**config.mk**
```make
export PLATFORM = sky130hd
export DESIGN_NAME = weight_scratchpad_loader
export DESIGN_NICKNAME = d
export VERILOG_FILES = /design/src/rtl/weight_scratchpad_loader.sv
export SDC_FILE = /design/constraint.sdc
export NUM_CORES = 1
export LEC_CHECK = 0
export CAP_MARGIN = 10
export CORE_MARGIN = 2
export CORE_UTILIZATION = 30
export CTS_CLUSTER_SIZE = 30
export DETAILED_ROUTE_END_ITERATION = 10
export SLEW_MARGIN = 10
export SYNTH_ARGS = -nofsm -noshare
export SYNTH_HDL_FRONTEND = slang
export SYNTH_SLANG_ARGS = --single-unit
```
**constraint.sdc**
```tcl
create_clock -name clk -period 1.8 [get_ports clk]
set_input_delay 0.45 -clock clk [delete_from_list [all_inputs] [get_ports clk]]
set_output_delay 0.45 -clock clk [all_outputs]
set_load 0.01 [all_outputs]
```
**src/rtl/weight_scratchpad_loader.sv**
```systemverilog
// Weight scratchpad loader: fetches one weight column and presents it as a vector.
// Define SCRATCHPAD_AUTO_NEXT_EN to stream the remaining columns after each handshake.
module weight_scratchpad_loader #(
    parameter int WEIGHT_WIDTH = 5,
    parameter int WEIGHT_ROWS  = 96,
    parameter int WEIGHT_COLS  = 3,
    parameter int ADDR_WIDTH   = 9,
    parameter int COL_WIDTH    = 2
) (
    input  logic                    clk,
    input  logic                    reset,
    input  logic                    start,
    input  logic [COL_WIDTH-1:0]    col_sel,
    output logic                    mem_read_en,
    output logic [ADDR_WIDTH-1:0]   mem_addr,
    input  logic [WEIGHT_WIDTH-1:0] mem_data_in,
    output logic [WEIGHT_WIDTH-1:0] scratchpad_out [0:WEIGHT_ROWS-1],
    output logic                    scratchpad_valid,
    input  logic                    scratchpad_ready,
    output logic                    busy,
    output logic                    done,
    output logic                    col_err
);

    localparam int ROW_W = $clog2(WEIGHT_ROWS + 1);
    localparam int SUM_W = ADDR_WIDTH + COL_WIDTH;

    typedef enum logic [1:0] {
        IDLE,
        FETCH,
        DRAIN,
        PRESENT
    } state_t;

    state_t               state;
    state_t               state_nx;
    logic [ROW_W-1:0]     row;
    logic [COL_WIDTH-1:0] col;
    logic                 tag_vld;
    logic [ROW_W-1:0]     tag_row;
    logic                 sel_ok;
    logic                 load_go;
    logic                 last_row;
    logic                 hs;
    logic [SUM_W-1:0]     addr_sum;

    assign sel_ok   = 32'(col_sel) < WEIGHT_COLS;
    assign load_go  = (state == IDLE) && start && sel_ok;
    assign last_row = row == ROW_W'(WEIGHT_ROWS - 1);
    assign hs       = (state == PRESENT) && scratchpad_ready;

`ifdef SCRATCHPAD_AUTO_NEXT_EN
    logic last_col;
    assign last_col = 32'(col) == (WEIGHT_COLS - 1);
`endif

    always_ff @(posedge clk) begin
        if (reset) begin
            state <= IDLE;
        end else begin
            state <= state_nx;
        end
    end

    always_comb begin
        state_nx = state;
        unique case (state)
            IDLE: begin
                if (load_go) begin
                    state_nx = FETCH;
                end
            end
            FETCH: begin
                if (last_row) begin
                    state_nx = DRAIN;
                end
            end
            DRAIN: begin
                state_nx = PRESENT;
            end
            PRESENT: begin
                if (hs) begin
`ifdef SCRATCHPAD_AUTO_NEXT_EN
                    state_nx = last_col ? IDLE : FETCH;
`else
                    state_nx = IDLE;
`endif
                end
            end
            default: begin
                state_nx = IDLE;
            end
        endcase
    end

    // Base offset is formed wide before truncating to the memory address.
    assign addr_sum = SUM_W'(col) * SUM_W'(WEIGHT_ROWS) + SUM_W'(row);

    always_comb begin
        mem_read_en      = (state == FETCH);
        mem_addr         = '0;
        if (mem_read_en) begin
            mem_addr = addr_sum[ADDR_WIDTH-1:0];
        end
        scratchpad_valid = (state == PRESENT);
        busy             = (state != IDLE);
    end

    always_ff @(posedge clk) begin
        if (reset) begin
            row     <= '0;
            col     <= '0;
            tag_vld <= 1'b0;
            tag_row <= '0;
            done    <= 1'b0;
            col_err <= 1'b0;
            for (int i = 0; i < WEIGHT_ROWS; i++) begin
                scratchpad_out[i] <= '0;
            end
        end else begin
            col_err <= (state == IDLE) && start && !sel_ok;
`ifdef SCRATCHPAD_AUTO_NEXT_EN
            done    <= hs && last_col;
`else
            done    <= hs;
`endif
            if (load_go) begin
                col <= col_sel;
                row <= '0;
            end else if (state == FETCH) begin
                row <= row + 1'b1;
            end
`ifdef SCRATCHPAD_AUTO_NEXT_EN
            if (hs && !last_col) begin
                col <= col + 1'b1;
                row <= '0;
            end
`endif
            // Read data returns one cycle after issue; the tag remembers its row.
            tag_vld <= (state == FETCH);
            tag_row <= row;
            if (tag_vld) begin
                scratchpad_out[tag_row] <= mem_data_in;
            end
        end
    end

endmodule

```
# Word-level counts from Yosys, hierarchy flattened

Index checks and enable logic that the tools add are counted.

Bits in registers: 501
Memory bits (writable): 0
Bits of input ports: 11
Memory bits (read-only): 0
Bits in latches: 0
Memories kept: 0

Equal/unequal tests: 7
$lt $le $gt $ge: 3
Divide/modulo/power cells: 0
Mux-type cells: 8
Add/subtract/negate cells: 2
Bitwise gates (word level): 1
Reductions and logical operators: 10
Shift-type cells: 0
Multipliers: 1

Operators with widths:

| cell                  | count |
|---|---|
| $bwmux W480           | 1 |
| $demux W5 S7          | 1 |
| $add A9 B7 Y9         | 1 |
| $mux W9               | 1 |
| $ge A8 B8 Y1 const B  | 1 |
| $lt A8 B1 Y1 const B  | 1 |
| $not A7 Y8            | 1 |
| $pmux W2 S4           | 1 |
| $add A7 B1 Y7 const B | 1 |
| $eq A7 B7 Y1 const B  | 1 |
| $mux W2               | 3 |
| $logic_and A1 B1 Y1   | 5 |
| $mux W5               | 1 |
| $eq A2 B2 Y1 const B  | 2 |
| $mul A2 B2 Y4 const B | 1 |
| $ne A2 B1 Y1 const B  | 2 |
| $reduce_and A3 Y1     | 1 |
| $eq A2 B1 Y1 const B  | 1 |
| $logic_not A2 Y1      | 1 |
| $lt A2 B2 Y1 const B  | 1 |
| $ne A2 B2 Y1 const B  | 1 |
| $reduce_bool A2 Y1    | 1 |
| $reduce_or A2 Y1      | 1 |
| $logic_not A1 Y1      | 1 |

# Logic depth before layout (Yosys ltp)

Word-level depth: 6
Gate-level depth with buffers: 8
Gate-level depth less buffers: 8

# Least setup slack after synthesis

No wires, ideal clock.

Path type: register to output
Start point: register col[0]
End point: output port mem_addr[8]
Cell stages (with the launch flop): 9
Path slack: -0.114 ns
Path buffers: 0
Arrival: 1.464 ns
Cells stage by stage: dfxtp_1 inv_1 ha_1 inv_1 ha_1 a21o_1 nand2_1 xnor2_1 and2_1

Longest elaborated chain between the ends: 3

Ends and longest elaborated chain:

| element                  | RTL line | RTL |
|---|---|---|
| start: declaration       | 38       | `logic [COL_WIDTH-1:0] col;` |
| start signal: assignment | 128      | `col <= col_sel;` |
| $mul A2 B2 Y4            | 97       | `assign addr_sum = SUM_W'(col) * SUM_W'(WEIGHT_ROWS) + SUM_W'(row);` |
| $add A9 B7 Y9            | 97       |  |
| $mux W9                  | 102      | `if (mem_read_en) begin` |
| end: declaration         | 15       | `output logic [ADDR_WIDTH-1:0] mem_addr,` |

No other way between the ends.

# Worst setup path after layout

Same ends and word-level chain as after synthesis.

==> qor.yml <==
cp.arrival_ns: 2.05
postSynthAreaPerCell_um2: 8.67
cts.path.max_buffers: 3
final_common_cell: "dfxtp_1"
drc: 0
grt_pass1_vias: 17000
grt.overflow.total: 0
antennaDiodeCount: 0
timing.final.ws_setup_ns: -0.704
cp_max_fo: 2
fp.dieW_um: 257
power.static_leakage_nw: 12.3
critical_path_class: "reg2out"
regToRegStartpoint: "tag_row[4]"
violations: "setup timing"
peakVddDrop_mv: 0.677
ys_seq_area_share_pct: 52.4
path_cells: "inv_2 > ha_4 > inv_4 > ha_4 > a21o_1 > nand2_1 > xnor2_1 > and2_1 > buf_2"
vias: 17700
wl_um: 69600
skew_ns: 0.0139
globalplace.congestion: 0.831
grt_start_max_net_pins: 88
pin_count: 505
cp_slowest_cell: "dfxtp_2"
instances_no_fill: 3594
max_cap_viol_count: 0
antenna_found_initial: 0
netlist_area_mm2: 0.0192
ys_ff_latch: 501
status: "finished, violations left"
min_period_ns: 2.50
crit_path_start: "col[0]"
grtUsageTotal_pct: 19.9
rrSetupSlack_ns: 0.09
hold_depth: 3
cts_hold_buf: 0
syn_nets: 2231
nets: 2728
place_ws_ns: -0.591
htreeDepth: 2
std_cell_rows: 92
cp_common_cell: "ha_4"
die_area_mm2: 0.0659
syn_inst: 2209
hold_end: "scratchpad_out[143]"
port_buffers: 504
cts_buffers: 55
synth_edf_count: 0
critPathLaunchType: "flop"
drtPass1Iterations: 5
final-setup-viol-count: 11
crit_path_end_kind: "output pin"
worst-path-buf-inv: 3
tightest_slew_ns: 0.442
slew_headroom_pct: 70.4
slew_viol_final: 0
ant_nets: 0
start_util_pct: 30.4
design_area_mm2: 0.0275
layout_common_cells: "dfxtp_1 (490), dlygate4sd2_1 (471), nand2_1 (375)"
fin_util_pct: 43.6
core_area_mm2: 0.0631
rsz0062_at_grt: "true"
drive_gt1_share_pct: 12.8
fmax_mhz: 399
async_reset_ff_share_pct: 0
synth_cell_type_count: 47
yosys_warnings: 0
place_area_mm2: 0.0259
hp-start: "mem_data_in[3]"
reg2reg_depth: 6
hold_class: "in2reg"
clock_latency_ns: 0.59
cts_tree: "yes"
required_ns: 1.35
power_density_mw_per_mm2: 907
r2r-end: "scratchpad_out[115]"
min_period_over_period_pct: 139
cts_sinks: 501
syn_to_final_growth_pct: 43.6
dpl.cell_count: 3474
wl_per_cell_um: 19.4
die_height_um: 257
max_stage_delay_ns: 0.33
ys.flop_type: "dfxtp_1"
hpwlAfterDp_um: 47500
root_buffer: "clkbuf_16"
critPathTopFamily: "adder cells"
drt-initial-drc-count: 1126
via_per_inst: 4.92
grt_pass1_wl_um: 103000
finalHoldViolations: 0
clk_pin_slew_ns: 0.06
==> cell families after synthesis <==
group	Yosys count	share of synthesized area (%)
AOI/OAI and AO/OA	369	9.71
xor gates and xnor gates	8	0.366
adders and majority gates	11	0.758
buffers and inverters	222	5.19
DFF	501	52.4
muxes	161	8.41
and+or+nand+nor	937	23.2
==> state kept, by name (all words and copies together), names as in the netlist <==
signal / cells
col: 2
col_err: 1
done: 1
row: 7
scratchpad_out: 480
state: 2
tag_row: 7
tag_vld: 1
==> Yosys cell counts (2+ instances only) <==
cell       count  area [µm²]
dfxtp_1      501       10000
nand2_1      383        1440
a21oi_1      321        1610
nand3_1      282        1410
nor2_1       180         676
mux2i_1      161        1610
clkbuf_1     144         541
buf_2         45         225
o21ai_0       43         215
nor2b_1       18         113
buf_4         16         120
nand3_2       11         110
and2_1        10        62.6
ha_1          10         125
buf_1          6        22.5
buf_6          6        67.6
nor2_4         6        67.6
xor2_1         6        52.6
and4bb_2       5        62.6
inv_1          5        18.8
nand4_1        4        25.0
nand4b_4       4        95.1
nor3_1         4        20.0
and4_1         3        26.3
and4b_1        3        30.0
nor4_4         3        63.8
nor4b_2        3        45.0
and4bb_1       2        25.0
nand2b_1       2        12.5
nand4_2        2        25.0
nand4bb_1      2        22.5
nor4b_4        2        47.6
xnor2_1        2        17.5
==> worst max-delay path by stage <==
stage                  end  cells after the start
6_report       mem_addr[8]                      9
5_1_grt        mem_addr[8]                      9
4_1_cts        mem_addr[8]                      9
3_5_place_dp   mem_addr[8]                      9
3_3_place_gp   mem_addr[8]                      9
2_1_floorplan  mem_addr[8]                      8
==> stage by stage <==
step / setup TNS, ns / hold slack (ns) / power (W)
floorplan: -0.100 / 0.481 / 0.0123
global placement: -2.05 / 0.442 / 0.0133
detailed placement: -2.14 / 0.448 / 0.0133
CTS: -4.29 / 0.157 / 0.0252
global route: -4.20 / 0.176 / 0.0258
finish: -3.14 / 0.214 / 0.0250
==> cell type report <==
cell class              instances  area (µm²)
repair buffers                657        6220
flip-flops and latches        501       10000
fillers                      6253       35600
clock buffers                  80        1610
multi-input cells            1486        8290
well taps                     846        1060
clock inverters                19         263
inverters                       5        23.8
==> tightest hold or removal path: stages <==
cell     delay, ns
buf_4         0.15
nand3_1       0.08
a21oi_1       0.06
==> metal layers <==
metal  vias up  routed length, µm  GRT usage, %  part of all wire [%]
li1       8448                  -             -                     -
met5         -                  0             0                     0
met1      8442              27600          23.2                    40
met4         0               1410          4.86                   2.0
met2       691              33100          34.2                    48
met3       103               7380          7.52                    11
==> power by group <==
part / internal [W] / switching, W / leakage, nW
sequential: 0.0112 / 0.0000652 / 4.04
clock: 0.00703 / 0.00460 / 0.925
combinational: 0.000893 / 0.00120 / 7.31
==> repair_timing <==
item | 4_1_cts | 5_1_grt
gates resized for setup | 582 | 34
setup endpoints to repair | 513 | 237
buffers inserted | 4 | 19
gates cloned | 0 | 3
pin swaps | 12 | 9
Note: power is estimated with default switching activity, not from simulation.
